**src/rtl/pipeline_pkg.sv**
```systemverilog
// Shared definitions for the CPU pipeline: stage-1 state encoding, the bubble
// opcode default and the opcode-length rule used by decode and trace logic.
package pipeline_pkg;

  localparam logic [7:0] NOP_OPCODE_DEFAULT = 8'h00;

  typedef logic [1:0] state_t;

  localparam state_t S_OPCODE = 2'd0;
  localparam state_t S_IMM_LO = 2'd1;
  localparam state_t S_IMM_HI = 2'd2;

  // Opcode bits [7:6] give the number of immediate bytes that follow.
  function automatic logic [1:0] imm_count(input logic [1:0] len_field);
    case (len_field)
      2'b01:   return 2'd1;
      2'b10:   return 2'd2;
      default: return 2'd0;
    endcase
  endfunction

endpackage

```
**src/rtl/pipeline_stage1_len_decode.sv**
```systemverilog
// Combinational opcode-length decoder: top two opcode bits -> immediate bytes.
module pipeline_stage1_len_decode
  import pipeline_pkg::*;
(
  input  logic [1:0] len_field,
  output logic [1:0] count
);

  assign count = imm_count(len_field);

endmodule

```
**src/rtl/pipeline_stage1.sv**
```systemverilog
// Pipeline stage 1: gathers 0-2 immediate bytes after each opcode and hands a
// complete instruction to stage 2. Optional macro PIPELINE_STAGE1_BUBBLE_COUNT_EN
// adds a saturating count of bubble cycles on Pipe1BubbleCount.
module pipeline_stage1
  import pipeline_pkg::*;
#(
  parameter int                DATA_W     = 8,
  parameter logic [DATA_W-1:0] NOP_OPCODE = DATA_W'(NOP_OPCODE_DEFAULT)
) (
  input  logic                ClockIn,
  input  logic                ResetIn,
  input  logic                BusRequest,
  input  logic                Flush,
  input  logic [DATA_W-1:0]   Pipe0In,
  input  logic [DATA_W-1:0]   MEMDATA,
  output logic                FetchSurpress,
  output logic [DATA_W-1:0]   Pipe1Out,
  output logic [2*DATA_W-1:0] Pipe1Imm,
  output logic                Pipe1Valid
`ifdef PIPELINE_STAGE1_BUBBLE_COUNT_EN
  ,
  output logic [15:0]         Pipe1BubbleCount
`endif
);

  state_t              state, state_d;
  logic [DATA_W-1:0]   opcode_q, opcode_d;
  logic [DATA_W-1:0]   imm_lo_q, imm_lo_d;
  logic [1:0]          remaining_q, remaining_d;
  logic [DATA_W-1:0]   out_d;
  logic [2*DATA_W-1:0] imm_d;
  logic                valid_d;
  logic [1:0]          len_count;

  pipeline_stage1_len_decode u_len_decode (
    .len_field (Pipe0In[DATA_W-1 -: 2]),
    .count     (len_count)
  );

  assign FetchSurpress = !ResetIn && (state != S_OPCODE);

  // NOTE: every variable gets a default at the top of the block so no path
  // leaves one unassigned, which would otherwise infer a latch.
  always_comb begin
    state_d     = state;
    opcode_d    = opcode_q;
    imm_lo_d    = imm_lo_q;
    remaining_d = remaining_q;
    out_d       = Pipe1Out;
    imm_d       = Pipe1Imm;
    valid_d     = Pipe1Valid;

    if (Flush) begin
      state_d = S_OPCODE;
      out_d   = NOP_OPCODE;
      imm_d   = '0;
      valid_d = 1'b0;
    end else if (!BusRequest) begin
      out_d   = NOP_OPCODE;
      imm_d   = '0;
      valid_d = 1'b0;
      case (state)
        S_OPCODE: begin
          opcode_d    = Pipe0In;
          imm_lo_d    = '0;
          remaining_d = len_count;
          if (len_count == 2'd0) begin
            out_d   = Pipe0In;
            valid_d = 1'b1;
          end else begin
            state_d = S_IMM_LO;
          end
        end
        S_IMM_LO: begin
          imm_lo_d = MEMDATA;
          if (remaining_q == 2'd1) begin
            out_d       = opcode_q;
            imm_d       = {{DATA_W{1'b0}}, MEMDATA};
            valid_d     = 1'b1;
            remaining_d = 2'd0;
            state_d     = S_OPCODE;
          end else if (remaining_q == 2'd2) begin
            remaining_d = 2'd1;
            state_d     = S_IMM_HI;
          end else begin
            remaining_d = 2'd0;
            state_d     = S_OPCODE;
          end
        end
        S_IMM_HI: begin
          // Only a two-byte opcode can legally reach here; anything else is dropped.
          if (remaining_q == 2'd1) begin
            out_d   = opcode_q;
            imm_d   = {MEMDATA, imm_lo_q};
            valid_d = 1'b1;
          end
          remaining_d = 2'd0;
          state_d     = S_OPCODE;
        end
        default: begin
          remaining_d = 2'd0;
          state_d     = S_OPCODE;
        end
      endcase
    end
  end

  // NOTE: state registers use non-blocking assignments so every flop samples
  // the pre-edge values regardless of statement order.
  always_ff @(posedge ClockIn) begin
    if (ResetIn) begin
      state       <= S_OPCODE;
      opcode_q    <= NOP_OPCODE;
      imm_lo_q    <= '0;
      remaining_q <= 2'd0;
      Pipe1Out    <= NOP_OPCODE;
      Pipe1Imm    <= '0;
      Pipe1Valid  <= 1'b0;
    end else begin
      state       <= state_d;
      opcode_q    <= opcode_d;
      imm_lo_q    <= imm_lo_d;
      remaining_q <= remaining_d;
      Pipe1Out    <= out_d;
      Pipe1Imm    <= imm_d;
      Pipe1Valid  <= valid_d;
    end
  end

`ifdef PIPELINE_STAGE1_BUBBLE_COUNT_EN
  // Flush does not clear the count; only reset does.
  always_ff @(posedge ClockIn) begin
    if (ResetIn) begin
      Pipe1BubbleCount <= 16'h0000;
    end else if (!BusRequest && !valid_d && (Pipe1BubbleCount != 16'hFFFF)) begin
      Pipe1BubbleCount <= Pipe1BubbleCount + 16'h0001;
    end
  end
`endif

endmodule

```
**config.mk**
```make
export PLATFORM = sky130hd
export DESIGN_NAME = pipeline_stage1
export DESIGN_NICKNAME = d
export VERILOG_FILES = /design/src/rtl/pipeline_pkg.sv /design/src/rtl/pipeline_stage1_len_decode.sv /design/src/rtl/pipeline_stage1.sv
export SDC_FILE = /design/constraint.sdc
export NUM_CORES = 1
export LEC_CHECK = 0
export ABC_AREA = 1
export CAP_MARGIN = 25
export CORE_ASPECT_RATIO = 0.8
export CORE_MARGIN = 5
export CORE_UTILIZATION = 40
export DETAILED_ROUTE_END_ITERATION = 7
export PLACE_DENSITY_LB_ADDON = 0.15
export SYNTH_ARGS = -nofsm -noshare
export SYNTH_HDL_FRONTEND = slang
export SYNTH_HIERARCHICAL = 1
export SYNTH_SLANG_ARGS = --single-unit
```
**constraint.sdc**
```tcl
create_clock -name ClockIn -period 1.65 [get_ports ClockIn]
set_input_delay 0.33 -clock ClockIn [delete_from_list [all_inputs] [get_ports ClockIn]]
set_output_delay 0.33 -clock ClockIn [all_outputs]
set_load 0.02 [all_outputs]
```
==> results.py <==
metrics = {
    "drt": {
        "wire_per_inst_um": 13.8,
        "ant_nets": 0,
        "drc_errors": 0,
        "dr.pass1.iters": 4,
        "viasPerCell": 5.08,
        "num_vias": 2063,
        "drt_iter0_drc": 151,
        "totalWireLength_mm": 5.58,
    },
    "global_routing": {
        "grt_util_all_layers_pct": 15.8,
        "grt_pass1_wl_mm": 8.69,
        "grt_busiest_layer": "met1",
        "grt.met2_usage_pct": 22.3,
        "overflow": 0,
        "met1_usage_pct": 24.4,
        "grt_antenna_before_repair": 0,
        "grtUsageMet3_pct": 3.60,
        "grt_max_degree": 26,
        "grt_pass1_vias": 1783,
    },
    "clock_tree": {
        "numClockSinks": 45,
        "tritoncts": "built",
        "cts_buffer_depth": 2,
        "cts_setup_buffers": 0,
        "cts_buffers": 5,
        "cts-htree-levels": 2,
        "cts_root_buf": "clkbuf_8",
        "path_clk_slew_ps": 90,
        "clkLatencyLatePin_ps": 290,
        "holdBufCountCts": 0,
    },
    "placement": {
        "finalWeightedCongestion": 0.903,
        "placed_cells": 398,
        "port_buffers": 45,
        "hpwl_mm": 4.08,
    },
    "yosys": {
        "synth-xor-area-share_pct": 0,
        "synth_ff_type": "dfxtp_1",
        "synth_compound_area_share_pct": 11.0,
        "syn-cell-area_sq_um": 2120,
        "synth.area.mux_share_pct": 0,
        "ys_seq_elements": 45,
        "synth_warnings": 6,
        "synth_top_family_by_area": "simple AND/OR/NAND/NOR gates",
        "synth_enable_flop_cells": 0,
        "syn_area_per_cell_sq_um": 7.43,
        "synth_cell_type_count": 22,
        "postSynth.asyncResetShare_pct": 0,
        "postSynthCellCount": 285,
        "synthSimpleGateAreaFrac_pct": 36.2,
        "syn_nets": 311,
        "synth_adder_area_share_pct": 3.54,
        "ys_seq_area_share_pct": 42.5,
    },
    "setup_path": {
        "critPathArrivalTime_ps": 1260,
        "worst_path_max_delay_cell": "clkdlybuf4s50_1",
        "crit_path_start_kind": "flip-flop",
        "worst-path-stages": 1,
        "rrSetupSlack_ps": 180,
        "critical_path.top_delay_family": "buffers and inverters",
        "cp_max_fo": 2,
        "r2r_cells": 6,
        "crit_type": "flip-flop to primary output",
        "crit_buf_inv": 1,
        "required_ps": 1320,
        "regToRegStartpoint": "state[1]",
        "worst_path_largest_cell_delay_ps": 610,
        "crit_start": "Pipe1Imm[9]",
        "worst_r2r_endpoint": "imm_lo_q[5]",
        "end_kind": "primary output",
        "crit_chain": "clkdlybuf4s50_1",
        "endpoint": "Pipe1Imm[9]",
    },
    "sta": {
        "worst_pin_slew_ps": 390,
        "setup_viol": 0,
        "fin_crit_ps": 1590,
        "period_share_pct": 96.5,
        "rsz0062_at_grt": "no",
        "relSlewSlack_pct": 74.0,
        "fin_skew_ps": 8.62,
        "hold_violations": 0,
        "drv_slew": 0,
        "timing.fmax_mhz": 628,
    },
    "finish": {
        "nFillCells": 498,
        "final_cells": 406,
        "most-common-layout-cells": "94 x nand2_1, 45 x dfxtp_1, 44 x a21oi_1, 44 x clkdlybuf4s50_1, 24 x nand4_1",
        "antenna_cells": 0,
        "final_util_pct": 56.0,
        "final_common_cell": "nand2_1",
        "final_net_count": 369,
        "drive_gt1_share_pct": 14.0,
        "area_delta_synth_final_pct": 33.9,
    },
    "power": {
        "netSwitchingFraction_pct": 25.9,
        "power_density_nw_per_um2": 769,
        "power.switching_mw": 0.565,
        "p_int_mw": 1.62,
        "seqPwrFrac_pct": 51.1,
        "p_comb_share_pct": 14.5,
        "p_leak_nw": 1.08,
        "ir_drop_mv": 0.466,
        "pwr-share-clk_pct": 34.4,
    },
    "floorplanning": {
        "die_area_sq_um": 6860,
        "initial_core_util_pct": 41.8,
        "coreArea_sq_um": 5060,
        "num_rows": 23,
        "die_x_um": 91.4,
        "die_h_um": 75.1,
        "pin_count": 46,
    },
    "min_path": {
        "worstHoldPathType": "flip-flop to flip-flop",
        "holdPathStages": 2,
    },
    "run": {
        "max_cap_violations": 0,
    },
    "outcome": {
        "outcome": "finished, final reports clean",
    },
}
[cell families (layout without fill, tap and decap cells)]
group	Yosys count	count (layout)
buf+inv	29	88
simple gates	159	159
flops	45	45
fa+ha+maj	6	6
compound gates	46	46
[synthesized netlist by cell type, types with 2 or more instances]
cell | number | share of area [%]
nand2_1 | 94 | 17
dfxtp_1 | 45 | 43
a21oi_1 | 44 | 10
nand4_1 | 24 | 7.1
nand3_1 | 20 | 4.7
buf_2 | 11 | 2.6
nand3b_1 | 8 | 2.8
inv_2 | 7 | 1.2
ha_1 | 6 | 3.5
nor2_1 | 6 | 1.1
inv_1 | 4 | 0.71
buf_4 | 3 | 1.1
nor2_2 | 3 | 0.89
nor2_8 | 2 | 1.9
[power by group through the flow]
| stage | sequential (mW) | clock (mW) | combinational, mW |
|---|---|---|---|
| 2_1_floorplan | 1.15 | 0 | 0.160 |
| 3_3_place_gp | 1.14 | 0 | 0.311 |
| 3_5_place_dp | 1.14 | 0 | 0.312 |
| 4_1_cts | 1.11 | 0.760 | 0.313 |
| 5_1_grt | 1.12 | 0.804 | 0.342 |
| 6_report | 1.12 | 0.750 | 0.317 |
[state kept, by name, summed over array words and instances, names as in the netlist]
signal,flops
opcode_q,8
remaining_q,2
Pipe1Valid,1
Pipe1Imm,16
state,2
Pipe1Out,8
imm_lo_q,8
[repair_timing]
item | 4_1_cts | 5_1_grt
gates resized for setup | 4 | 2
gates cloned | 0 | 0
setup endpoints to repair | 1 | 1
[worst min path at each step]
stage	from	to	slack, ps
after floorplan	opcode_q[0]	opcode_q[0]	450
after global placement	Pipe1Out[4]	Pipe1Out[4]	440
after detailed placement	Pipe1Out[4]	Pipe1Out[4]	450
after CTS	Pipe1Out[4]	Pipe1Out[4]	470
after global routing	Pipe1Imm[14]	Pipe1Imm[14]	480
final	Pipe1Out[4]	Pipe1Out[4]	460
[area by class of cell]
| cell class | instances | area [sq um] | area share, % |
|---|---|---|---|
| clock inverters | 1 | 5.00 | 0.176 |
| repair buffers | 68 | 633 | 22.3 |
| flip-flops and latches | 45 | 901 | 31.8 |
| multi-input cells | 211 | 1080 | 38.0 |
| inverters | 12 | 45.0 | 1.59 |
| clock buffers | 7 | 96.3 | 3.40 |
| well taps | 62 | 77.6 | 2.73 |
[layer usage]
layer  routed length (um)  part of all wire [%]
met5                    0                     0
met4                   15                  0.27
met3                  407                   7.3
met2                 2240                    40
met1                 2920                    52
[per-stage QoR]
step	setup WS (ps)	setup TNS [ps]	instance area (sq um)	hold slack [ps]	power (mW)
final	57.2	0	2840	462	2.18
after detailed placement	-254	-912	2740	455	1.45
after global placement	-283	-564	2740	443	1.45
after global routing	22.9	0	2840	482	2.26
after CTS	36.8	0	2830	467	2.19
after floorplan	270	0	2120	445	1.31
Power figures use the tool's default switching activity.
==> edit (same flow settings) <==
Build with the macro `PIPELINE_STAGE1_BUBBLE_COUNT_EN` defined.
--- a/src/rtl/pipeline_stage1.sv
+++ b/src/rtl/pipeline_stage1.sv
@@ -2,4 +2,6 @@
 // complete instruction to stage 2. Optional macro PIPELINE_STAGE1_BUBBLE_COUNT_EN
 // adds a saturating count of bubble cycles on Pipe1BubbleCount.
+`define PIPELINE_STAGE1_BUBBLE_COUNT_EN
+
 module pipeline_stage1
   import pipeline_pkg::*;
Function (old outputs only; new: Pipe1BubbleCount): kept (Yosys induction, for registers that start in step).
==> edit against the unedited design <==
Die area increased by 40%; synthesized area increased by 46%; final cell count increased by 54%; design area increased by 48%; via count increased by 44%; sequential cell count increased by 16; clock skew increased by 0.0014 ns; power increased by 48%; worst hold slack got worse by 0.11 ns; wire length increased by 41%; register-to-register slack got worse by 0.07 ns; global-route usage increased by 1.5 points; worst setup slack got worse by 0.012 ns; critical path type unchanged; critical endpoint is now Pipe1Imm[1].
==> edit: results (changes against the unedited design) <==
CP max-delay cell clkdlybuf4s50_1; Synth Net Count 456 (+47%); critical path's largest stage delay 0.61 ns (about the same); Worst Hold Class in2reg; Layout Nets 543 (+47%); Worst Tran Pin Value 0.356 ns (-0.0340 ns); CP Max Fanout 2 (unchanged); Synth Flop Type dfxtp_1; library cells used by synthesis 30 (+36%); Yosys Warn Count 6 (unchanged); worst slack at placement -0.299 ns (-0.0446 ns); first-pass GRT wire length 13100 um (+50%); routability congestion estimate 0.848 (-6.0%); outcome finished clean; port bufs 61 (+36%); drt wl/cell 12.6 um (-8.4%); First-pass DRT Iterations 5 (+1); share of post-route cells with drive strength above 1 0.184 (+0.0444); Clock Latency Late Sink 0.33 ns (+0.04 ns); count leader, synth nand2_1; Final Skew 0.0100 ns (+0.00138 ns); initial antenna violation count 0 (unchanged); Leakage 1.80 nW (+67%); register area share after synthesis 0.396 (-0.0293); # diodes 0 (unchanged); Syn Area/Cell 7.17 um^2 (-3.5%); Commonest cells post-synth nand2_1, dfxtp_1, nor2_1; critical path's top delay family buffers and inverters; vias in the first global route 2758 (+55%); CTS H-tree depth 3 (+1); Async SR Flop Fraction 0 (unchanged); CTS buffer count 9 (+4); Int Power 2.41 mW (+49%); Final HPWL DP 5900 um (+45%); Worst IR Drop VDD 0.000533 V (+14%); Via density 4.73 (-7.0%); via count 2964 (+44%); Critical Path AT 1.27 ns; placed cell area 4000 um^2 (+46%); largest net degree at the start of global routing 25 (-3.8%); Largest regs Pipe1BubbleCount x16, Pipe1Imm x16; All-Layer GR Usage 0.173 (+0.0150); maximum buffer depth of the clock tree 2 (unchanged); Clock transition at path regs 0.07 ns (-0.02 ns); Setup Buffers After CTS 0 (unchanged); placed instance count 611 (+54%); synth top area cells dfxtp_1, nand2_1, nor2_1; starting DRC count in detailed routing 136 (-9.9%)
## edit: cell type report
type,instances,area [um^2]
Inverter,55,206
Tap cell,105,131
Multi-Input combinational cell,299,1590
Clock buffer,12,145
Fill cell,734,3250
Clock inverter,4,47.5
Sequential cell,61,1220
Timing Repair Buffer,91,860
## edit: power by group through the flow
stage / clock [mW] / combinational [mW] / sequential, mW
after CTS: 1.35 / 0.409 / 1.52
after global placement: 0 / 0.410 / 1.55
final: 1.30 / 0.413 / 1.52
after floorplan: 0 / 0.218 / 1.57
after detailed placement: 0 / 0.414 / 1.56
after global routing: 1.40 / 0.459 / 1.53
## edit: metal layers
layer  vias up  routed length [um]  track usage
met5         -                   0            0
met4         0                  46       0.0585
met3         5                 431       0.0416
met2        75                3450        0.260
met1      1316                3970        0.245
li1       1568                   -            -
## edit: kinds of logic (layout without fill, tap and decap cells)
family / after synthesis / after routing / share of synthesized area
AOI/OAI and AO/OA: 75 / 75 / 0.151
DFF: 61 / 61 / 0.396
and+or+nand+nor: 212 / 212 / 0.313
adders and majority gates: 6 / 6 / 0.0243
buffers and inverters: 70 / 162 / 0.0982
xor gates and xnor gates: 6 / 6 / 0.0170
## edit: final timing paths
kind / start / cells past startpoint / slack (ns) / end
setup / recovery: Pipe1Imm[1]$_SDFFE_PP0N_ / 1 / 0.05 / Pipe1Imm[1]
setup reg to reg: state[1]$_SDFFE_PP0P_ / 11 / 0.11 / Pipe1BubbleCount[11]$_SDFFE_PP0P_
hold reg to reg: opcode_q[3]$_SDFFE_PP0P_ / 2 / 0.45 / opcode_q[3]$_SDFFE_PP0P_
hold / removal: Pipe0In[6] / 3 / 0.35 / opcode_q[6]$_SDFFE_PP0P_
## edit: timing repair
action,CTS,global route
resized for setup,25,15
pin swaps,0,1
setup endpoints to repair,22,28
